$ cat src/rtl/seven_seg_display_driver_if.sv
// Value/DP request from the menu and the latched BCD plus scanned display outputs.
// master drives the request side; slave is the display driver.
interface seven_seg_display_driver_if;
    logic [15:0] value_in;
    logic [3:0]  decimal_pt_in;
    logic        blank_leading_zeros;
    logic [15:0] bcd_out;
    logic        overflow;
    logic        conv_done;
    logic [3:0]  an_n;
    logic [6:0]  seg_n;
    logic        dp_n;

    modport master (
        output value_in, decimal_pt_in, blank_leading_zeros,
        input  bcd_out, overflow, conv_done, an_n, seg_n, dp_n
    );

    modport slave (
        input  value_in, decimal_pt_in, blank_leading_zeros,
        output bcd_out, overflow, conv_done, an_n, seg_n, dp_n
    );
endinterface

$ cat src/rtl/seven_seg_display_driver.sv
// Binary-to-BCD (double dabble, 1 bit/clk) feeding a 4-digit multiplexed common-anode display.
// 18-cycle conversion period; display outputs lag one cycle; no backpressure, always running.
module seven_seg_display_driver #(
    parameter int SCAN_DIV = 100000
) (
    input  logic                         clk,
    input  logic                         reset,
    seven_seg_display_driver_if.slave    bus
);
    localparam logic [1:0] S_IDLE  = 2'd0;
    localparam logic [1:0] S_SHIFT = 2'd1;
    localparam logic [1:0] S_LOAD  = 2'd2;

    localparam int            CW        = (SCAN_DIV > 1) ? $clog2(SCAN_DIV) : 1;
    localparam logic [CW-1:0] SCAN_LAST = CW'(SCAN_DIV - 1);

    logic [1:0]    state;
    logic [15:0]   shreg;
    logic [19:0]   acc;
    logic [19:0]   acc_adj;
    logic [3:0]    bit_cnt;
    logic [3:0]    dp_shadow;
    logic [15:0]   bcd_r;
    logic          ovf_r;
    logic          done_r;
    logic [3:0]    dp_reg;

    logic [CW-1:0] scan_cnt;
    logic [1:0]    digit_idx;
    logic [3:0]    an_r;
    logic [6:0]    seg_r;
    logic          dp_r;

    function automatic logic [6:0] seg_decode(input logic [3:0] d);
        case (d)
            4'd0:    seg_decode = 7'h40;
            4'd1:    seg_decode = 7'h79;
            4'd2:    seg_decode = 7'h24;
            4'd3:    seg_decode = 7'h30;
            4'd4:    seg_decode = 7'h19;
            4'd5:    seg_decode = 7'h12;
            4'd6:    seg_decode = 7'h02;
            4'd7:    seg_decode = 7'h78;
            4'd8:    seg_decode = 7'h00;
            4'd9:    seg_decode = 7'h10;
            default: seg_decode = 7'h7F;
        endcase
    endfunction

    always_comb begin
        acc_adj = acc;
        for (int i = 0; i < 5; i++) begin
            if (acc[i*4 +: 4] >= 4'd5)
                acc_adj[i*4 +: 4] = acc[i*4 +: 4] + 4'd3;
        end
    end

    // Conversion FSM; display registers only change in LOAD so bcd_out never shows partial sums.
    always_ff @(posedge clk or posedge reset) begin
        if (reset) begin
            state     <= S_IDLE;
            shreg     <= '0;
            acc       <= '0;
            bit_cnt   <= '0;
            dp_shadow <= '0;
            bcd_r     <= '0;
            ovf_r     <= 1'b0;
            done_r    <= 1'b0;
            dp_reg    <= '0;
        end else begin
            done_r <= 1'b0;
            case (state)
                S_IDLE: begin
                    shreg     <= bus.value_in;
                    dp_shadow <= bus.decimal_pt_in;
                    acc       <= '0;
                    bit_cnt   <= '0;
                    state     <= S_SHIFT;
                end
                S_SHIFT: begin
                    acc     <= {acc_adj[18:0], shreg[15]};
                    shreg   <= {shreg[14:0], 1'b0};
                    bit_cnt <= bit_cnt + 4'd1;
                    if (bit_cnt == 4'd15)
                        state <= S_LOAD;
                end
                S_LOAD: begin
                    bcd_r  <= acc[15:0];
                    ovf_r  <= |acc[19:16];
                    dp_reg <= dp_shadow;
                    done_r <= 1'b1;
                    state  <= S_IDLE;
                end
                default: state <= S_IDLE;
            endcase
        end
    end

    always_ff @(posedge clk or posedge reset) begin
        if (reset) begin
            scan_cnt  <= '0;
            digit_idx <= 2'd0;
        end else if (scan_cnt == SCAN_LAST) begin
            scan_cnt  <= '0;
            digit_idx <= digit_idx + 2'd1;
        end else begin
            scan_cnt <= scan_cnt + CW'(1);
        end
    end

    logic [15:0] hi_nibs;
    logic [3:0]  hi_dp;
    logic        blank;
    logic [6:0]  seg_nxt;
    logic        dp_nxt;

    // A digit is a leading zero only if it and everything left of it is zero and carries no DP.
    always_comb begin
        hi_nibs = bcd_r >> {digit_idx, 2'b00};
        hi_dp   = dp_reg >> digit_idx;
        blank   = bus.blank_leading_zeros && (digit_idx != 2'd0) &&
                  (hi_nibs == 16'd0) && (hi_dp == 4'd0);
        seg_nxt = seg_decode(bcd_r[{digit_idx, 2'b00} +: 4]);
        dp_nxt  = ~dp_reg[digit_idx];
        if (ovf_r) begin
            seg_nxt = 7'h3F;
            dp_nxt  = 1'b1;
        end else if (blank) begin
            seg_nxt = 7'h7F;
        end
    end

    always_ff @(posedge clk or posedge reset) begin
        if (reset) begin
            an_r  <= 4'hF;
            seg_r <= 7'h7F;
            dp_r  <= 1'b1;
        end else begin
            an_r  <= ~(4'b0001 << digit_idx);
            seg_r <= seg_nxt;
            dp_r  <= dp_nxt;
        end
    end

    assign bus.bcd_out   = bcd_r;
    assign bus.overflow  = ovf_r;
    assign bus.conv_done = done_r;
    assign bus.an_n      = an_r;
    assign bus.seg_n     = seg_r;
    assign bus.dp_n      = dp_r;
endmodule
$ cat src/flat_wrapper.sv
// flat-port wrapper written by rule: the top's interface ports become plain ports
module seven_seg_display_driver_flat 
#(
    parameter int SCAN_DIV = 100000
)
  (clk, reset, bus_value_in, bus_decimal_pt_in, bus_blank_leading_zeros, bus_bcd_out, bus_overflow, bus_conv_done, bus_an_n, bus_seg_n, bus_dp_n);
  seven_seg_display_driver_if bus_i ();
  input  logic clk;
  input  logic reset;
  input wire logic [$bits(bus_i.value_in)-1:0] bus_value_in;
  input wire logic [$bits(bus_i.decimal_pt_in)-1:0] bus_decimal_pt_in;
  input wire logic [$bits(bus_i.blank_leading_zeros)-1:0] bus_blank_leading_zeros;
  output wire logic [$bits(bus_i.bcd_out)-1:0] bus_bcd_out;
  output wire logic [$bits(bus_i.overflow)-1:0] bus_overflow;
  output wire logic [$bits(bus_i.conv_done)-1:0] bus_conv_done;
  output wire logic [$bits(bus_i.an_n)-1:0] bus_an_n;
  output wire logic [$bits(bus_i.seg_n)-1:0] bus_seg_n;
  output wire logic [$bits(bus_i.dp_n)-1:0] bus_dp_n;
  assign bus_i.value_in = bus_value_in;
  assign bus_i.decimal_pt_in = bus_decimal_pt_in;
  assign bus_i.blank_leading_zeros = bus_blank_leading_zeros;
  assign bus_bcd_out = bus_i.bcd_out;
  assign bus_overflow = bus_i.overflow;
  assign bus_conv_done = bus_i.conv_done;
  assign bus_an_n = bus_i.an_n;
  assign bus_seg_n = bus_i.seg_n;
  assign bus_dp_n = bus_i.dp_n;
  seven_seg_display_driver #(.SCAN_DIV(SCAN_DIV)) u_core (.clk(clk), .reset(reset), .bus(bus_i));
endmodule
$ cat config.mk
export PLATFORM = sky130hd
export DESIGN_NAME = seven_seg_display_driver_flat
export DESIGN_NICKNAME = d
export VERILOG_FILES = /design/src/rtl/seven_seg_display_driver_if.sv /design/src/rtl/seven_seg_display_driver.sv /design/src/flat_wrapper.sv
export SDC_FILE = /design/constraint.sdc
export NUM_CORES = 1
export LEC_CHECK = 0
export ABC_CLOCK_PERIOD_IN_PS = 3000
export CAP_MARGIN = 30
export CELL_PAD_IN_SITES_DETAIL_PLACEMENT = 0
export CELL_PAD_IN_SITES_GLOBAL_PLACEMENT = 1
export CORE_MARGIN = 3
export CORE_UTILIZATION = 41
export CTS_CLUSTER_DIAMETER = 30
export DETAILED_ROUTE_END_ITERATION = 10
export MAX_ROUTING_LAYER = met4
export PLACE_DENSITY = 0.73
export SYNTH_ARGS = -nofsm -noshare
export SYNTH_HDL_FRONTEND = slang
export SYNTH_SLANG_ARGS = --single-unit
$ cat constraint.sdc
create_clock -name clk -period 3 [get_ports clk]
set_input_delay 0.6 -clock clk [delete_from_list [all_inputs] [get_ports clk]]
set_output_delay 0.6 -clock clk [all_outputs]
set_load 0.01 [all_outputs]
==> impl_metrics.csv, run 1 <==
group,metric,value,unit
drt,wl_per_cell,14.9,um
finish,mostFrequentLayoutCell,"dfrtp_1",
hold_path,min_to,"u_core.shreg[9]$_DFFE_PP0P_",
sta,max_freq,392,MHz
finish,layout.nets,536,
sta,skew,0.00952,ns
sta,tightest_slew,0.708,ns
finish,final_cell_count_no_fill,639,
synth,synth_warnings,0,
power,comb_power_share,26.3,%
synth,synth_xor_area_share,4.53,%
finish,drive_gt1_share,15.5,%
sta,rsz0062_at_grt,"no",
finish,layout_common_cells,"dfrtp_1, clkdlybuf4s50_1, nand2_1",
synth,ys_seq_area_share,51.6,%
placement,place_congestion,0.836,
drt,drc,0,
clocking,cts-resized-gates,0,
placement,dpl_cell_area,5550,sq um
clocking,cts-root-buf,"clkbuf_16",
floorplanning,core-area,11500,sq um
sta,slew_headroom,52.7,%
drt,drt_iter0_drc,178,
hold_path,worstHoldPathType,"reg -> reg",
floorplanning,initial_core_util,42.1,%
synth,synth_edf_count,0,
drt,vias,3315,
finish,syn_to_final_growth,21.7,%
worst_setup_path,reg2reg_from,"u_core.digit_idx[0]$_DFFE_PP0N_",
power,ir_drop,0.000457,V
sta,setup_violations,0,
power,power.share.switching,29.5,%
floorplanning,rows,39,
global_route,grt_use_total,16.4,%
worst_setup_path,cp.arrival,2.83,ns
synth,synth_compound_area_share,10.4,%
clocking,cts_tree,"built",
synth,synth_fa_ha_area_share,5.70,%
power,p_leak,2.65,nW
clocking,ctsHoldBuffers,0,
clocking,postCtsSetupBuffers,0,
sta,worst_hold_slack,0.481,ns
drt,dr.pass1.iters,6,
worst_setup_path,crit_top_cell,"nand2_1",
worst_setup_path,ff2ff_path_depth,8,
worst_setup_path,start_kind,"flop",
worst_setup_path,crit_slowest_cell,"mux4_1",
global_route,grt_max_degree,40,
synth,synthSimpleGateAreaFrac,12.3,%
floorplanning,io_pins,53,
power,powerDensity,712,nW/um^2
clocking,clockBufferDepth,2,
worst_setup_path,worstSetupPathType,"reg -> reg",
worst_setup_path,worstReg2RegEnd,"u_core.bus.seg_n[6]$_DFF_PP1_",
global_route,grt_pass1_vias,3349,
finish,largestRegisters,"u_core.acc: 20 flops, u_core.scan_cnt: 17 flops",
finish,multi_input_comb_area,2180,sq um
floorplanning,dieWidth,115,um
clocking,clk_latency,0.35,ns
power,p_seq_share,43.3,%
synth,synth_cell_types,50,
global_route,antenna_found_initial,0,
placement,dp.cells,623,
hold_path,hold_path_depth,2,
finish,seqCellArea,2490,sq um
sta,timing.final.crit_share,85.1,%
worst_setup_path,ff2ff_setup_slack,0.45,ns
sta,finalMaxSlewViolations,0,
worst_setup_path,crit_fanout,4,
hold_path,hold_start,"u_core.shreg[9]$_DFFE_PP0P_",
synth,synth.avg_cell_area,11.1,sq um
clocking,path_clk_slew,0.07,ns
finish,regMostFlops,"u_core.acc",
finish,fin_area,5880,sq um
global_route,globalRouteOverflowTotal,0,
synth,synth_ff_type,"dfrtp_1",
placement,io_buffers,52,
job,drv_cap,0,
sta,fin_tns_setup,0,ns
worst_setup_path,crit_path_cell_trace,"mux4_1 > inv_1 > ha_1 > nand2_1 > or4_4 > a221oi_4 > nand2_1 > a21oi_2",
power,p_int,2.95,mW
clocking,cts_sinks,99,
drt,antenna_left,0,
floorplanning,dieArea,13100,sq um
placement,hpwlAfterDp,6820,um
synth,synthArstFlopShare,100,%
drt,via_per_inst,5.19,
clocking,ctsHtreeMaxLevel,3,
synth,ys_ff_latch,99,
worst_setup_path,slowest_delay,0.63,ns
sta,hold_viol,0,
drt,drt_wl_total,9540,um
clocking,cts_buffers,9,
synth,syn-instance-count,436,
synth,synth_top_family_by_area,"simple AND/OR/NAND/NOR gates",
run_status,outcome,"finished clean",
finish,n_antenna_cell,0,
finish,fillers,991,
synth,syn_area,4830,sq um
sta,timing.final.crit_period,2.55,ns
power,pwr-share-clk,30.3,%
global_route,grt_pass1_wl,16700,um
finish,largest_reg_flops,20,
synth,synth_nets,481,
synth,synthMuxAreaShare,12.1,%
worst_setup_path,required,3.27,ns
worst_setup_path,cp-end-kind,"flop",
floorplanning,die-height,115,um
power,switchingPower,1.23,mW
-- per-layer routing --
layer,share of wire [%],GRT usage [%],vias up
li1,-,-,1614
met1,48,22.4,1622
met3,3.9,2.48,15
met2,46,24.7,64
met4,1.5,6.49,0
met5,0,-,-
-- logic make-up (layout without fill, tap and decap cells) --
group / after synthesis / count (layout)
mux: 50 / 50
buf+inv: 39 / 99
flops: 99 / 99
simple gates: 124 / 124
xor+xnor: 25 / 25
compound gates: 77 / 77
fa+ha+maj: 22 / 22
-- area by class of cell --
cell class | instances | share of cell area [%]
sequential | 99 | 42.4
multi-input combinational | 298 | 37.1
timing repair buffer | 61 | 10.4
clock buffer | 12 | 4.36
tap | 143 | 3.04
inverter | 22 | 1.47
clock inverter | 4 | 1.23
-- Yosys cell counts, types with 3 or more instances --
| library cell | instances | area [sq um] |
|---|---|---|
| nor2b_1 | 3 | 18.8 |
| xor2_1 | 12 | 105 |
| ha_1 | 22 | 275 |
| o21ai_1 | 6 | 30.0 |
| buf_1 | 3 | 11.3 |
| nand3_1 | 12 | 60.1 |
| xnor2_1 | 13 | 114 |
| nor2_1 | 27 | 101 |
| mux2i_1 | 20 | 200 |
| a21oi_1 | 12 | 60.1 |
| dfstp_2 | 12 | 315 |
| clkbuf_1 | 10 | 37.5 |
| o31ai_1 | 4 | 30.0 |
| dfrtp_1 | 87 | 2180 |
| nand2b_1 | 8 | 50.1 |
| o21ai_0 | 37 | 185 |
| nor3b_1 | 4 | 30.0 |
| nand2_1 | 51 | 191 |
| nor4_1 | 3 | 18.8 |
| mux2_2 | 25 | 282 |
| nor3_1 | 3 | 15.0 |
| inv_1 | 20 | 75.1 |
| a22o_1 | 7 | 61.3 |
-- worst max-delay path by stage --
stage,from,to,slack [ns],cells past startpoint
4_1_cts,u_core.digit_idx[0]$_DFFE_PP0N_,u_core.bus.seg_n[6]$_DFF_PP1_,0.45,8
3_3_place_gp,u_core.digit_idx[0]$_DFFE_PP0N_,u_core.bus.seg_n[6]$_DFF_PP1_,0.54,8
2_1_floorplan,u_core.digit_idx[0]$_DFFE_PP0N_,u_core.bus.seg_n[6]$_DFF_PP1_,0.51,9
5_1_grt,u_core.digit_idx[0]$_DFFE_PP0N_,u_core.bus.seg_n[1]$_DFF_PP1_,0.28,8
3_5_place_dp,u_core.digit_idx[0]$_DFFE_PP0N_,u_core.bus.seg_n[6]$_DFF_PP1_,0.48,8
6_report,u_core.digit_idx[0]$_DFFE_PP0N_,u_core.bus.seg_n[6]$_DFF_PP1_,0.45,8
-- power by group through the flow --
stage | registers [mW] | logic [mW] | clock network, mW
floorplan | 1.82 | 0.631 | 0
global placement | 1.84 | 1.09 | 0
detailed placement | 1.84 | 1.11 | 0
CTS | 1.82 | 1.11 | 1.30
global route | 1.85 | 1.23 | 1.35
finish | 1.82 | 1.10 | 1.27
-- worst max-delay path, delay by kind of cell, from the launching register on --
kind	cells	cell delay [ns]
buffers and inverters	1	0.16
flip-flops	1	0.42
AO/OA/AOI/OAI	2	0.36
AND/OR/NAND/NOR	3	0.71
adder cells (fa/ha/maj)	1	0.20
multiplexers	1	0.63
-- metrics by stage --
| step | setup slack, ns | power (mW) | utilization, % |
|---|---|---|---|
| after detailed placement | 0.476 | 2.95 | 48.4 |
| after floorplan | 0.514 | 2.45 | - |
| final | 0.448 | 4.19 | 51.3 |
| after global routing | 0.275 | 4.44 | 51.3 |
| after CTS | 0.449 | 4.23 | 51.3 |
| after global placement | 0.541 | 2.92 | 48.4 |
(Power assumes the default switching activity.)
==> inputs of run 2 (changes only) <==
--- a/config.mk
+++ b/config.mk
@@ -9,7 +9,6 @@
 export CAP_MARGIN = 30
 export CELL_PAD_IN_SITES_DETAIL_PLACEMENT = 0
 export CELL_PAD_IN_SITES_GLOBAL_PLACEMENT = 1
-export CORE_MARGIN = 3
 export CORE_UTILIZATION = 41
 export CTS_CLUSTER_DIAMETER = 30
 export DETAILED_ROUTE_END_ITERATION = 10
==> run 2 against run 1 <==
Net effect: core utilization fell by 0.61 points; wire length fell by 1.5%; largest cell class unchanged; non-clock buffer count did not move; sequential power barely moved; largest power group unchanged; fmax rose by 0.73%; worst setup slack improved by 0.019 ns; hold slack got worse by 0.00061 ns; via count fell by 1.2%; total power fell by 4.8%; die area fell by 6.9%; clock power fell by 15%; register-to-register slack improved by 0.02 ns.
==> impl_metrics.csv, run 2 (same netlist as run 1, synthesis figures left out) <==
group,metric,value,unit
placement,io_buffers,52,
finish,drive_gt1_share,15.3,%
finish,n_antenna_cell,0,
job,drv_cap,0,
drt,dr.pass1.iters,4,
sta,finalMaxSlewViolations,0,
clocking,ctsHtreeMaxLevel,3,
global_route,grt_pass1_wl,16400,um
global_route,grt_use_total,17.2,%
clocking,cts_tree,"built",
floorplanning,io_pins,53,
placement,place_ws,0.498,ns
clocking,cts-root-buf,"clkbuf_16",
worst_setup_path,ff2ff_path_depth,8,
clocking,cts-resized-gates,0,
floorplanning,initial_core_util,42.1,%
drt,antenna_left,0,
power,p_leak,2.61,nW
finish,syn_to_final_growth,20.3,%
hold_path,worstHoldPathType,"reg -> reg",
worst_setup_path,worstReg2RegEnd,"u_core.bus.seg_n[6]$_DFF_PP1_",
worst_setup_path,worstSetupPathType,"reg -> reg",
power,powerDensity,686,nW/um^2
worst_setup_path,ff2ff_setup_slack,0.47,ns
clocking,cts_buffers,9,
hold_path,hold_start,"u_core.scan_cnt[0]$_DFF_PP0_",
placement,hpwlAfterDp,6410,um
hold_path,hold_path_depth,1,
clocking,cts_sinks,99,
clocking,clk_latency,0.35,ns
finish,layout.nets,536,
worst_setup_path,crit_path_cell_trace,"mux4_1 > inv_1 > ha_1 > nand2_1 > or4_4 > a221oi_4 > nand2_1 > a21oi_2",
run_status,outcome,"finished clean",
worst_setup_path,required,3.28,ns
hold_path,min_to,"u_core.scan_cnt[0]$_DFF_PP0_",
sta,setup_violations,0,
sta,hold_viol,0,
worst_setup_path,cpLargestDelayFamily,"simple AND/OR/NAND/NOR gates",
sta,setup_slack,0.467,ns
floorplanning,rows,39,
finish,seqCellArea,2490,sq um
global_route,antenna_found_initial,0,
finish,mostFrequentLayoutCell,"dfrtp_1",
sta,slew_headroom,56.2,%
finish,largestRegisters,"u_core.acc: 20 flops, u_core.scan_cnt: 17 flops",
finish,regMostFlops,"u_core.acc",
finish,layout_common_cells,"dfrtp_1, clkdlybuf4s50_1, nand2_1",
drt,vias,3274,
clocking,clockBufferDepth,2,
clocking,path_clk_slew,0.07,ns
clocking,postCtsSetupBuffers,0,
worst_setup_path,reg2reg_from,"u_core.digit_idx[0]$_DFFE_PP0N_",
sta,timing.final.crit_share,84.4,%
sta,max_freq,395,MHz
drt,drc,0,
placement,dp.cells,623,
worst_setup_path,cp.buffers_inverters,1,
drt,drt_wl_total,9400,um
finish,largest_reg_flops,20,
sta,fin_tns_setup,0,ns
floorplanning,die-height,111,um
drt,drt_iter0_drc,144,
global_route,grt_pass1_vias,3318,
sta,skew,0.00454,ns
worst_setup_path,crit_fanout,4,
drt,wl_per_cell,14.7,um
sta,timing.final.crit_period,2.53,ns
drt,via_per_inst,5.12,
worst_setup_path,cp.arrival,2.81,ns
sta,rsz0062_at_grt,"no",
floorplanning,dieArea,12200,sq um
floorplanning,dieWidth,111,um
finish,final_cell_count_no_fill,639,
finish,fillers,1051,
global_route,globalRouteOverflowTotal,0,
worst_setup_path,crit_slowest_cell,"mux4_1",
finish,multi_input_comb_area,2180,sq um
worst_setup_path,start_kind,"flop",
worst_setup_path,slowest_delay,0.62,ns
power,ir_drop,0.000462,V
worst_setup_path,crit_top_cell,"nand2_1",
worst_setup_path,cp-end-kind,"flop",
global_route,grt_max_degree,100,
clocking,ctsHoldBuffers,0,
floorplanning,core-area,11500,sq um
placement,place_congestion,0.789,
sta,tightest_slew,0.657,ns
finish,final_util,50.7,%
==> run 2: worst max path at each step <==
stage | from | end | slack [ns] | cells after the start
after floorplan | u_core.digit_idx[0]$_DFFE_PP0N_ | u_core.bus.seg_n[6]$_DFF_PP1_ | 0.51 | 9
after global placement | u_core.digit_idx[0]$_DFFE_PP0N_ | u_core.bus.seg_n[6]$_DFF_PP1_ | 0.54 | 8
after detailed placement | u_core.digit_idx[0]$_DFFE_PP0N_ | u_core.bus.seg_n[6]$_DFF_PP1_ | 0.50 | 8
after CTS | u_core.digit_idx[0]$_DFFE_PP0N_ | u_core.bus.seg_n[6]$_DFF_PP1_ | 0.47 | 8
after global routing | u_core.digit_idx[0]$_DFFE_PP0N_ | u_core.bus.seg_n[6]$_DFF_PP1_ | 0.30 | 8
final | u_core.digit_idx[0]$_DFFE_PP0N_ | u_core.bus.seg_n[6]$_DFF_PP1_ | 0.47 | 8
==> run 2: layer usage <==
layer | wire, um | global-route usage [%]
met1 | 4640 | 22.9
met2 | 4320 | 25.9
met3 | 278 | 4.01
met4 | 154 | 6.22
met5 | 0 | -
==> run 2: layout make-up <==
cell class,instances,share of cell area [%]
flip-flops and latches,99,42.9
multi-input cells,298,37.5
repair buffers,61,10.3
clock buffers,11,4.18
well taps,143,3.08
inverters,22,1.49
clock inverters,5,0.495
==> run 2: where the power goes <==
| group | total [mW] | switching, mW | leakage, nW | internal (mW) |
|---|---|---|---|---|
| clock network | 1.08 | 0.501 | 0.129 | 0.580 |
| registers | 1.81 | 0.234 | 1.25 | 1.58 |
| logic | 1.09 | 0.496 | 1.24 | 0.595 |
==> run 2: per-stage QoR <==
step	cell area, sq um	hold WS (ns)	power, mW
final	5810	0.481	3.99
after global routing	5810	0.511	4.22
after CTS	5810	0.481	4.03
after detailed placement	5540	0.470	2.94
after global placement	5540	0.458	2.92
after floorplan	4830	0.447	2.45
